--- config.mk ---
export PLATFORM = sky130hd
export DESIGN_NAME = sync_det
export DESIGN_NICKNAME = d
export VERILOG_FILES = /design/src/rtl/sync_det_pkg.sv /design/src/rtl/sync_edge.sv /design/src/rtl/sync_det.sv
export SDC_FILE = /design/constraint.sdc
export NUM_CORES = 1
export LEC_CHECK = 0
export ABC_CLOCK_PERIOD_IN_PS = 3200
export CAP_MARGIN = 25
export CORE_MARGIN = 2
export CORE_UTILIZATION = 58
export DETAILED_ROUTE_END_ITERATION = 8
export PLACE_DENSITY = 0.86
export SYNTH_ARGS = -nofsm -noshare
export SYNTH_HDL_FRONTEND = slang
export SYNTH_SLANG_ARGS = --single-unit
--- constraint.sdc ---
create_clock -name clk -period 3.2 [get_ports clk]
set_input_delay 0.48 -clock clk [delete_from_list [all_inputs] [get_ports clk]]
set_output_delay 0.48 -clock clk [all_outputs]
set_load 0.05 [all_outputs]
--- src/rtl/sync_det_pkg.sv ---
// sync_det_pkg
//   Shared types and constants for the raster timing detector.
//   - sync_det_state_t : lock FSM states (IDLE, CHECK, LOCKED)
//   - DEF_*            : default 1280x720 geometry and counter widths
//   - cnt_bits()       : bits needed to hold the values 0..max_val
package sync_det_pkg;

  typedef enum logic [1:0] {
    IDLE   = 2'd0,
    CHECK  = 2'd1,
    LOCKED = 2'd2
  } sync_det_state_t;

  localparam int unsigned DEF_H_ACT       = 1280;
  localparam int unsigned DEF_V_ACT       = 720;
  localparam int unsigned DEF_X_BITS      = 11;
  localparam int unsigned DEF_Y_BITS      = 10;
  localparam int unsigned DEF_LOCK_FRAMES = 2;
  localparam int unsigned DEF_TO_BITS     = 22;

  // Minimum width (at least 1) that can represent max_val.
  function automatic int unsigned cnt_bits(input int unsigned max_val);
    int unsigned b;
    b = 1;
    for (int unsigned i = 1; i < 32; i++) begin
      if ((max_val >> i) != 0) b = i + 1;
    end
    return b;
  endfunction

endpackage

--- src/rtl/sync_edge.sv ---
// sync_edge
//   Two-stage register for one sync/enable input plus rise/fall strobes.
//   The strobes compare stage 1 against stage 2, so they are valid in the
//   same cycle that stage 2 is about to take the new level; logic clocked
//   on that edge lines up with q.
// Ports:
//   clk  in   pixel clock
//   rst  in   asynchronous reset, active-high
//   d    in   raw input
//   q    out  d delayed 2 clk
//   rise out  d has risen (q goes high on the next edge)
//   fall out  d has fallen (q goes low on the next edge)
module sync_edge (
  input  logic clk,
  input  logic rst,
  input  logic d,
  output logic q,
  output logic rise,
  output logic fall
);

  logic s1;

  always_ff @(posedge clk or posedge rst) begin
    if (rst) begin
      s1 <= 1'b0;
      q  <= 1'b0;
    end else begin
      s1 <= d;
      q  <= s1;
    end
  end

  assign rise = s1 & ~q;
  assign fall = ~s1 & q;

endmodule

--- src/rtl/sync_det.sv ---
// sync_det
//   Receive-side raster timing detector. Recovers active x/y and a
//   frame_start marker from vsync/hsync/de, measures the active size and
//   raises locked after LOCK_FRAMES consecutive frames of H_ACT x V_ACT.
//   A vsync watchdog drops lock when vsync stops arriving.
//   All outputs lag the inputs by exactly 2 clk.
// Configuration macro:
//   SYNC_DET_TOTALS_EN - adds meas_h_total / meas_v_total (line and frame
//   totals measured from hsync).
// Ports:
//   clk, rst                     pixel clock, async active-high reset
//   vsync_in, hsync_in, de_in    raw timing inputs
//   vsync_out, hsync_out, de_out inputs delayed 2 clk (de_out qualifies x/y)
//   x, y                         active pixel / line index
//   frame_start                  pulse on first de cycle of a frame
//   locked                       geometry matches H_ACT x V_ACT
//   frame_err                    pulse when a judged frame mismatches
//   meas_h_act, meas_v_act       last line de length / last frame line count
//   meas_h_total, meas_v_total   (SYNC_DET_TOTALS_EN only) clk per line,
//                                lines per frame
module sync_det
  import sync_det_pkg::*;
#(
  parameter int unsigned H_ACT       = DEF_H_ACT,
  parameter int unsigned V_ACT       = DEF_V_ACT,
  parameter int unsigned X_BITS      = DEF_X_BITS,
  parameter int unsigned Y_BITS      = DEF_Y_BITS,
  parameter int unsigned LOCK_FRAMES = DEF_LOCK_FRAMES,
  parameter int unsigned TO_BITS     = DEF_TO_BITS
) (
  input  logic              clk,
  input  logic              rst,
  input  logic              vsync_in,
  input  logic              hsync_in,
  input  logic              de_in,
  output logic              vsync_out,
  output logic              hsync_out,
  output logic              de_out,
  output logic [X_BITS-1:0] x,
  output logic [Y_BITS-1:0] y,
  output logic              frame_start,
  output logic              locked,
  output logic              frame_err,
  output logic [X_BITS-1:0] meas_h_act,
`ifdef SYNC_DET_TOTALS_EN
  output logic [Y_BITS-1:0] meas_v_act,
  output logic [X_BITS-1:0] meas_h_total,
  output logic [Y_BITS-1:0] meas_v_total
`else
  output logic [Y_BITS-1:0] meas_v_act
`endif
);

  localparam int unsigned CNT_BITS = cnt_bits(LOCK_FRAMES);
  localparam logic [X_BITS-1:0]   X_ONE   = X_BITS'(1);
  localparam logic [Y_BITS-1:0]   Y_ONE   = Y_BITS'(1);
  localparam logic [TO_BITS-1:0]  WD_ONE  = TO_BITS'(1);
  localparam logic [CNT_BITS-1:0] CNT_ONE = CNT_BITS'(1);

  // ---------------------------------------------------------------- edges
  logic vs_rise, vs_fall, hs_rise, hs_fall, de_rise, de_fall;

  sync_edge u_vs (.clk(clk), .rst(rst), .d(vsync_in), .q(vsync_out), .rise(vs_rise), .fall(vs_fall));
  sync_edge u_hs (.clk(clk), .rst(rst), .d(hsync_in), .q(hsync_out), .rise(hs_rise), .fall(hs_fall));
  sync_edge u_de (.clk(clk), .rst(rst), .d(de_in),    .q(de_out),    .rise(de_rise), .fall(de_fall));

  // ------------------------------------------------------ x/y, measurement
  logic [X_BITS-1:0] line0_len;
  logic [X_BITS-1:0] h_len;
  logic [Y_BITS-1:0] y_inc;
  logic              line_bad;
  logic              line_mis;
  logic              fs_armed;
  logic [X_BITS-1:0] h_eff;
  logic [Y_BITS-1:0] v_eff;
  logic              frame_match;

  // x holds the index of the last de cycle, so the line length is x + 1.
  assign h_len    = (x == '1) ? x : x + X_ONE;
  assign y_inc    = (y == '1) ? y : y + Y_ONE;
  assign line_mis = de_fall && (y != '0) && (h_len != line0_len);

  // A de fall coinciding with a vsync rise belongs to the frame being
  // closed, so the judged values include that line.
  assign h_eff       = de_fall ? h_len : meas_h_act;
  assign v_eff       = de_fall ? y_inc : y;
  assign frame_match = (h_eff == X_BITS'(H_ACT)) && (v_eff == Y_BITS'(V_ACT))
                       && !(line_bad || line_mis);

  always_ff @(posedge clk or posedge rst) begin
    if (rst) begin
      x           <= '0;
      y           <= '0;
      line0_len   <= '0;
      line_bad    <= 1'b0;
      meas_h_act  <= '0;
      meas_v_act  <= '0;
      fs_armed    <= 1'b0;
      frame_start <= 1'b0;
    end else begin
      frame_start <= 1'b0;

      if (de_rise) begin
        x <= '0;
      end else if (de_out && !de_fall && (x != '1)) begin
        x <= x + X_ONE;
      end

      if (de_fall) begin
        meas_h_act <= h_len;
        if (y == '0) line0_len <= h_len;
      end

      if (vs_rise) begin
        meas_v_act <= v_eff;
        y          <= '0;
        line_bad   <= 1'b0;
        fs_armed   <= 1'b1;
      end else begin
        if (de_fall)  y        <= y_inc;
        if (line_mis) line_bad <= 1'b1;
      end

      if (de_rise && (fs_armed || vs_rise)) begin
        frame_start <= 1'b1;
        fs_armed    <= 1'b0;
      end
    end
  end

  // --------------------------------------------------------------- watchdog
  logic [TO_BITS-1:0] wd;
  logic [TO_BITS-1:0] wd_n;
  logic               wd_timeout;

  assign wd_n       = vs_rise ? '0 : ((wd == '1) ? wd : wd + WD_ONE);
  assign wd_timeout = !vs_rise && (wd_n == '1);

  always_ff @(posedge clk or posedge rst) begin
    if (rst) wd <= '0;
    else     wd <= wd_n;
  end

  // -------------------------------------------------------------- lock FSM
  sync_det_state_t     state, state_n;
  logic [CNT_BITS-1:0] cnt, cnt_n;
  logic                err_n;

  always_comb begin
    state_n = state;
    cnt_n   = cnt;
    err_n   = 1'b0;
    if (wd_timeout) begin
      state_n = IDLE;
      cnt_n   = '0;
    end else if (vs_rise) begin
      unique case (state)
        IDLE: begin
          state_n = CHECK;
          cnt_n   = '0;
        end
        CHECK: begin
          if (frame_match) begin
            cnt_n = cnt + CNT_ONE;
            if (cnt_n == CNT_BITS'(LOCK_FRAMES)) state_n = LOCKED;
          end else begin
            cnt_n = '0;
            err_n = 1'b1;
          end
        end
        LOCKED: begin
          if (!frame_match) begin
            state_n = CHECK;
            cnt_n   = '0;
            err_n   = 1'b1;
          end
        end
        default: begin
          state_n = IDLE;
          cnt_n   = '0;
        end
      endcase
    end
  end

  always_ff @(posedge clk or posedge rst) begin
    if (rst) begin
      state     <= IDLE;
      cnt       <= '0;
      locked    <= 1'b0;
      frame_err <= 1'b0;
    end else begin
      state     <= state_n;
      cnt       <= cnt_n;
      locked    <= (state_n == LOCKED);
      frame_err <= err_n;
    end
  end

  // ----------------------------------------------------------------- totals
`ifdef SYNC_DET_TOTALS_EN
  logic [X_BITS-1:0] h_tot_cnt;
  logic [Y_BITS-1:0] v_tot_cnt;
  logic [X_BITS-1:0] h_tot_inc;
  logic [Y_BITS-1:0] v_tot_inc;

  assign h_tot_inc = (h_tot_cnt == '1) ? h_tot_cnt : h_tot_cnt + X_ONE;
  assign v_tot_inc = (v_tot_cnt == '1) ? v_tot_cnt : v_tot_cnt + Y_ONE;

  always_ff @(posedge clk or posedge rst) begin
    if (rst) begin
      h_tot_cnt    <= '0;
      v_tot_cnt    <= '0;
      meas_h_total <= '0;
      meas_v_total <= '0;
    end else begin
      // h_tot_cnt counts edges since the last hsync rise; +1 covers this clk.
      if (hs_rise) begin
        meas_h_total <= h_tot_inc;
        h_tot_cnt    <= '0;
      end else begin
        h_tot_cnt <= h_tot_inc;
      end

      // An hsync rise on the vsync rise cycle closes the ending frame.
      if (vs_rise) begin
        meas_v_total <= hs_rise ? v_tot_inc : v_tot_cnt;
        v_tot_cnt    <= '0;
      end else if (hs_rise) begin
        v_tot_cnt <= v_tot_inc;
      end
    end
  end

  logic unused_edges;
  assign unused_edges = &{1'b0, vs_fall, hs_fall};
`else
  logic unused_edges;
  assign unused_edges = &{1'b0, vs_fall, hs_fall, hs_rise};
`endif

endmodule

### Word level (Yosys, flattened, before mapping)

Cells that the tools add are included.

* flip-flop bits (word level): 90
* output and inout port bits: 48
* logic and storage cells: 94

* add/sub/neg operators: 4
* equality and inequality tests: 13
* muxes and demuxes: 29
* bitwise gates (word level): 6
* reduce and logical (&&, ||, !) cells: 23

Operators by type and width (count)
* $eq 22x22->1 const B: 2
* $mux 11: 4
* $mux 22: 2
* $mux 10: 3
* $add 22x1->22 const B: 1
* $eq 11x11->1 const B: 2
* $eq 10x10->1 const B: 2
* $mux 2: 9
* $add 11x1->11 const B: 1
* $ne 11x11->1: 1
* $ne 11x11->1 const B: 1
* $add 10x1->10 const B: 1
* $logic_not 10->1: 1
* $reduce_bool 10->1: 1
* $mux 1: 9
* $logic_and 1x1->1: 8
* $reduce_bool 2->1: 4
* $eq 2x2->1 const B: 3
* $pmux 2 s3: 1
* $pmux 2 s2: 1
* $reduce_and 2->1: 2
* $and 1x1->1: 3
* $logic_not 1->1: 3
* $ne 3x3->1 const B: 1
* other kinds (6): 9

### Longest topological paths before layout

* depth after elaboration: 12
* gate-level depth with buffers: 12

### Modules after synthesis

From an unflattened synthesis, not the netlist that was laid out.

* cell total of the unflattened synthesis: 552
* area, all modules: 5195.0 µm²

By module, submodules not included
* sync_det: times used 1, cells each 537, area an instance 4988.5 µm², sequential area each 2102.0 µm²
* sync_edge: times used 3, cells each 5, area an instance 68.8 µm², sequential area each 50.0 µm²

### Worst setup path before layout

No wires, ideal clock.

* kind: reg-to-reg
* start: reg x[1]
* end: reg state[0]
* arrival time: 3.129 ns
* data required time: 3.081 ns
* path slack: -0.048 ns
* stages on the path, launching flop included: 11
* period minus slack after synthesis: 3.248 ns
* cell sequence: dfrtp_1 buf_2 nand4_2 nor3_1 mux2i_1 a31o_1 or4b_4 nor4_4 a41oi_1 o2bb2ai_1 and2_1

* longest elaborated chain between the ends: 11
* elaborated cells on any way between the ends: 16
* classes of those cells: add/sub (1); eq/ne (3); mux (7); reduce/logical (5)

Ends and longest elaborated chain
* from (decl): line sync_det.sv:39 `output logic [X_BITS-1:0] x,`
* from (signal assigned): line sync_det.sv:106 `x <= x + X_ONE;`
* $add 11x1->11 or $eq 11x11->1 (tied branches): line sync_det.sv:79 `assign h_len = (x == '1) ? x : x + X_ONE;`
* $mux 11 (*): line sync_det.sv:79
* $ne 11x11->1: line sync_det.sv:81 `assign line_mis = de_fall && (y != '0) && (h_len != line0_len);`
* $logic_and 1x1->1: line sync_det.sv:81
* $logic_or 1x1->1: line sync_det.sv:88 `&& !(line_bad || line_mis);`
* $logic_not 1->1: line sync_det.sv:88
* $logic_and 1x1->1 (*): line sync_det.sv:88
* $mux 2, on equally long branches: line sync_det.sv:172, sync_det.sv:163
* $pmux 2 s3 (*): line sync_det.sv:157 `unique case (state)`
* $mux 2 (*): line sync_det.sv:156 `end else if (vs_rise) begin`
* $mux 2 (*): line sync_det.sv:153 `if (wd_timeout) begin`
* via state_n[0]: line sync_det.sv:145 `sync_det_state_t state, state_n;`
* to (signal assigned): line sync_det.sv:193 `state <= state_n;`
* to (decl): line sync_det.sv:145

The timed path passes the listed nets; every way through them passes the cells marked *.
A chain may end at the register's enable or synchronous reset.

### Worst setup path after layout

* start: reg x[0]
* end: reg locked

* longest elaborated chain between the ends: 12
* elaborated cells on any way between the ends: 17
* classes of those cells: add/sub (1); eq/ne (4); mux (7); reduce/logical (5)

Ends and longest elaborated chain
* $add 11x1->11 or $eq 11x11->1 (tied branches): line sync_det.sv:79
* $mux 11 (*): line sync_det.sv:79
* $ne 11x11->1: line sync_det.sv:81
* $logic_and 1x1->1: line sync_det.sv:81
* $logic_or 1x1->1: line sync_det.sv:88
* $logic_not 1->1: line sync_det.sv:88
* $logic_and 1x1->1 (*): line sync_det.sv:88
* $mux 2, on equally long branches: line sync_det.sv:172, sync_det.sv:163
* $pmux 2 s3 (*): line sync_det.sv:157
* $mux 2 (*): line sync_det.sv:156
* $mux 2 (*): line sync_det.sv:153
* $eq 2x2->1 (*): line sync_det.sv:195 `locked <= (state_n == LOCKED);`
* to (signal assigned): line sync_det.sv:195
* to (decl): line sync_det.sv:42 `output logic locked,`

Mark *: on every way between the ends. The rest lies on a longest branch, timed or not.

==> flow_metrics.py <==
metrics = {
    "worst_setup_path": {
        "crit_fanout": 10,
        "max_stage_delay_ns": 0.48,
        "critPathBufInv": 1,
        "startpoint_type": "flip-flop",
        "worstPathRequired_ns": 3.46,
        "crit_arrival_ns": 3.33,
        "crit_chain": "buf_6, nand4_2, nor3_4, mux2i_2, a31o_1, or4b_4, nor4_4, nand2_2, o21a_1, o32ai_2",
        "worst-setup-path-type": "flip-flop to flip-flop",
        "cp_slowest_cell": "or4b_4",
        "path_delay_family": "simple AND/OR/NAND/NOR gates",
        "end_kind": "flip-flop",
    },
    "yosys": {
        "async_reset_ff_frac": 1.000,
        "synth_edf_count": 0,
        "synth_seq_area_share": 0.4201,
        "syn_area_um2": 5361,
        "yosysUniqueCellTypes": 79,
        "ys_ff_latch": 90,
        "syn_nets": 613,
        "synth.avg_cell_area_um2": 8.951,
        "ys.flop_type": "dfrtp_1",
        "syn_inst": 599,
        "yosys_warnings": 0,
    },
    "floorplan": {
        "rows": 35,
        "die_y_um": 100.1,
        "core_um2": 9109,
        "die_area_um2": 10030,
        "dieWidth_um": 100.1,
        "pin_count": 53,
        "initial_core_util": 0.5886,
    },
    "sta": {
        "maxSlewHeadroom": 0.6428,
        "hold_viol": 0,
        "rsz0062_at_grt": "false",
        "clock_skew_ns": 0.01308,
        "slew_viol_final": 0,
        "post-route-min-period_ns": 3.071,
        "setup_viol": 0,
        "period_share": 0.9595,
        "whs_ns": 0.3678,
        "timing.fmax_mhz": 325.7,
        "finalSetupTns_ns": 0,
        "tightest_slew_ns": 0.5288,
    },
    "cells_and_area": {
        "postLayoutCellArea_um2": 6415,
        "layout_commonest_cell": "nand2_1",
        "drive_above_1_share": 0.1480,
        "stdcell_count": 780,
        "num_antenna_cells": 0,
        "fin_nets": 678,
        "syn_to_final_growth_pct": 19.65,
        "fillCellCount": 702,
        "layout_common_cells": "nand2_1 (90), dfrtp_1 (87), nor2_1 (53)",
        "multi_input_area_um2": 2929,
        "fin_util": 0.7043,
        "regArea_um2": 2256,
    },
    "global_routing": {
        "grt_max_degree": 65,
        "antenna_found_initial": 0,
        "gr-total-overflow": 0,
        "grt_pass1_wl_um": 23180,
        "gr-usage-all-layers": 0.2897,
        "grt_pass1_vias": 4693,
    },
    "placed_design": {
        "placed_cell_area_um2": 6108,
        "place_inst": 762,
        "portBuffers": 52,
        "dp_hpwl_um": 10310,
        "routabilityCongestion": 0.9825,
    },
    "route": {
        "wl_um": 13920,
        "drc_errors": 0,
        "firstDrtPassIters": 5,
        "drt_iter0_markers": 299,
        "drtAntennaViolNets": 0,
        "wl_per_cell_um": 17.85,
        "viasPerCell": 6.305,
        "dr_total_vias": 4918,
    },
    "cts": {
        "cts_tree": "done",
        "clkSlewWorstSetupHoldPaths_ns": 0.09,
        "holdBufCountCts": 0,
        "clock-sinks": 90,
        "clkLatencyLatePin_ns": 0.35,
        "root_buffer": "clkbuf_8",
        "numCtsBuffers": 9,
        "cts_max_level": 3,
        "clk_path_buf_depth": 2,
    },
    "status": {
        "status": "finished, final reports clean",
    },
    "pwr": {
        "peakVddDrop_mv": 0.3732,
        "power.density_nw_per_um2": 427.5,
        "p_leak_nw": 2.716,
    },
    "run": {
        "drv_cap": 0,
    },
    "min_path": {
        "min_path_type": "flip-flop to flip-flop",
    },
}
## synth_stat cells (4+ instances only)
| cell | number | share of area |
|---|---|---|
| dfrtp_1 | 90 | 0.42 |
| nand2_1 | 90 | 0.063 |
| nor2_1 | 54 | 0.038 |
| o21ai_0 | 44 | 0.041 |
| nand3_1 | 21 | 0.020 |
| nor3_1 | 20 | 0.019 |
| clkbuf_1 | 18 | 0.013 |
| inv_1 | 18 | 0.013 |
| a21oi_1 | 15 | 0.014 |
| xnor2_1 | 15 | 0.025 |
| and3_1 | 14 | 0.016 |
| nand4_1 | 13 | 0.015 |
| xor2_1 | 12 | 0.020 |
| o31ai_1 | 10 | 0.014 |
| ha_1 | 9 | 0.021 |
| nor4_1 | 9 | 0.011 |
| nor2b_1 | 8 | 0.0093 |
| and2_1 | 7 | 0.0082 |
| nand2b_1 | 7 | 0.0082 |
| mux2i_1 | 6 | 0.011 |
| o21a_1 | 6 | 0.0084 |
| a31oi_1 | 5 | 0.0058 |
| buf_2 | 5 | 0.0047 |
| buf_6 | 5 | 0.011 |
| a211oi_1 | 4 | 0.0056 |
| a41oi_1 | 4 | 0.0065 |
| nor4_4 | 4 | 0.016 |
| o21ai_1 | 4 | 0.0037 |
| or4_1 | 4 | 0.0056 |
## worst register-to-register path, stage by stage, from the launching register on
cell	delay [ns]
dfrtp_2	0.41
buf_6	0.16
nand4_2	0.13
nor3_4	0.29
mux2i_2	0.32
a31o_1	0.21
or4b_4	0.48
nor4_4	0.42
nand2_2	0.14
o21a_1	0.22
o32ai_2	0.20
## cell type report
type	instances	area share
multi-input combinational	459	0.4566
sequential	90	0.3517
timing repair buffer	85	0.1268
clock buffer	12	0.02419
tap	111	0.02165
inverter	19	0.01131
clock inverter	4	0.007802
## repair_timing
item,4_1_cts,5_1_grt
resized for setup,0,20
hold endpoints to repair,0,0
setup buffers,0,2
endpoints found under the setup margin,0,5
## sequential cells by signal, indices dropped and copies added, names as in the netlist, 2 cells and up
name / count
wd: 22
line0_len: 11
meas_h_act: 11
x: 11
meas_v_act: 10
y: 10
cnt: 2
state: 2
## worst paths after layout
path	cells past startpoint	startpoint	to	slack, ns
setup / recovery	10	x[0]$_DFFE_PP0P_	locked$_DFF_PP0_	0.13
hold / removal	0	u_hs.s1$_DFF_PP0_	u_hs.q$_DFF_PP0_	0.37
setup reg to reg	10	x[0]$_DFFE_PP0P_	locked$_DFF_PP0_	0.13
hold reg to reg	0	u_hs.s1$_DFF_PP0_	u_hs.q$_DFF_PP0_	0.37
max in group asynchronous	3	rst	x[4]$_DFFE_PP0P_	2.04
min in group asynchronous	2	rst	wd[2]$_DFF_PP0_	0.46
## power by group
group,leakage (nW),switching [W],total (W),internal [W]
sequential,1.21,0.0000812,0.00130,0.00122
clock,0.0986,0.000409,0.000812,0.000403
combinational,1.41,0.000400,0.000633,0.000233
total,2.72,0.000890,0.00274,0.00185
## stage by stage
stage	setup WS (ns)	power [W]
CTS	0.02959	0.002735
global placement	0.1365	0.001910
floorplan	0.02343	0.001738
detailed placement	0.06546	0.001929
global route	0.006954	0.002858
finish	0.1295	0.002742
## cells by family after synthesis
kind of cell,Yosys count,share of synthesized area
and+or+nand+nor,281,0.2800
AOI/OAI and AO/OA,133,0.1687
DFF,90,0.4201
buffers and inverters,50,0.04854
xor gates and xnor gates,27,0.04411
muxes,9,0.01750
adders and majority gates,9,0.02100
## routing by layer
metal  vias up  track usage  wire length, µm
met5         -            0                0
met4         0      0.09062              189
met3        23      0.04457             1091
met2       240       0.4626             6778
met1      2371       0.4103             5861
li1       2284            -                -
Power figures use the tool's default switching activity.
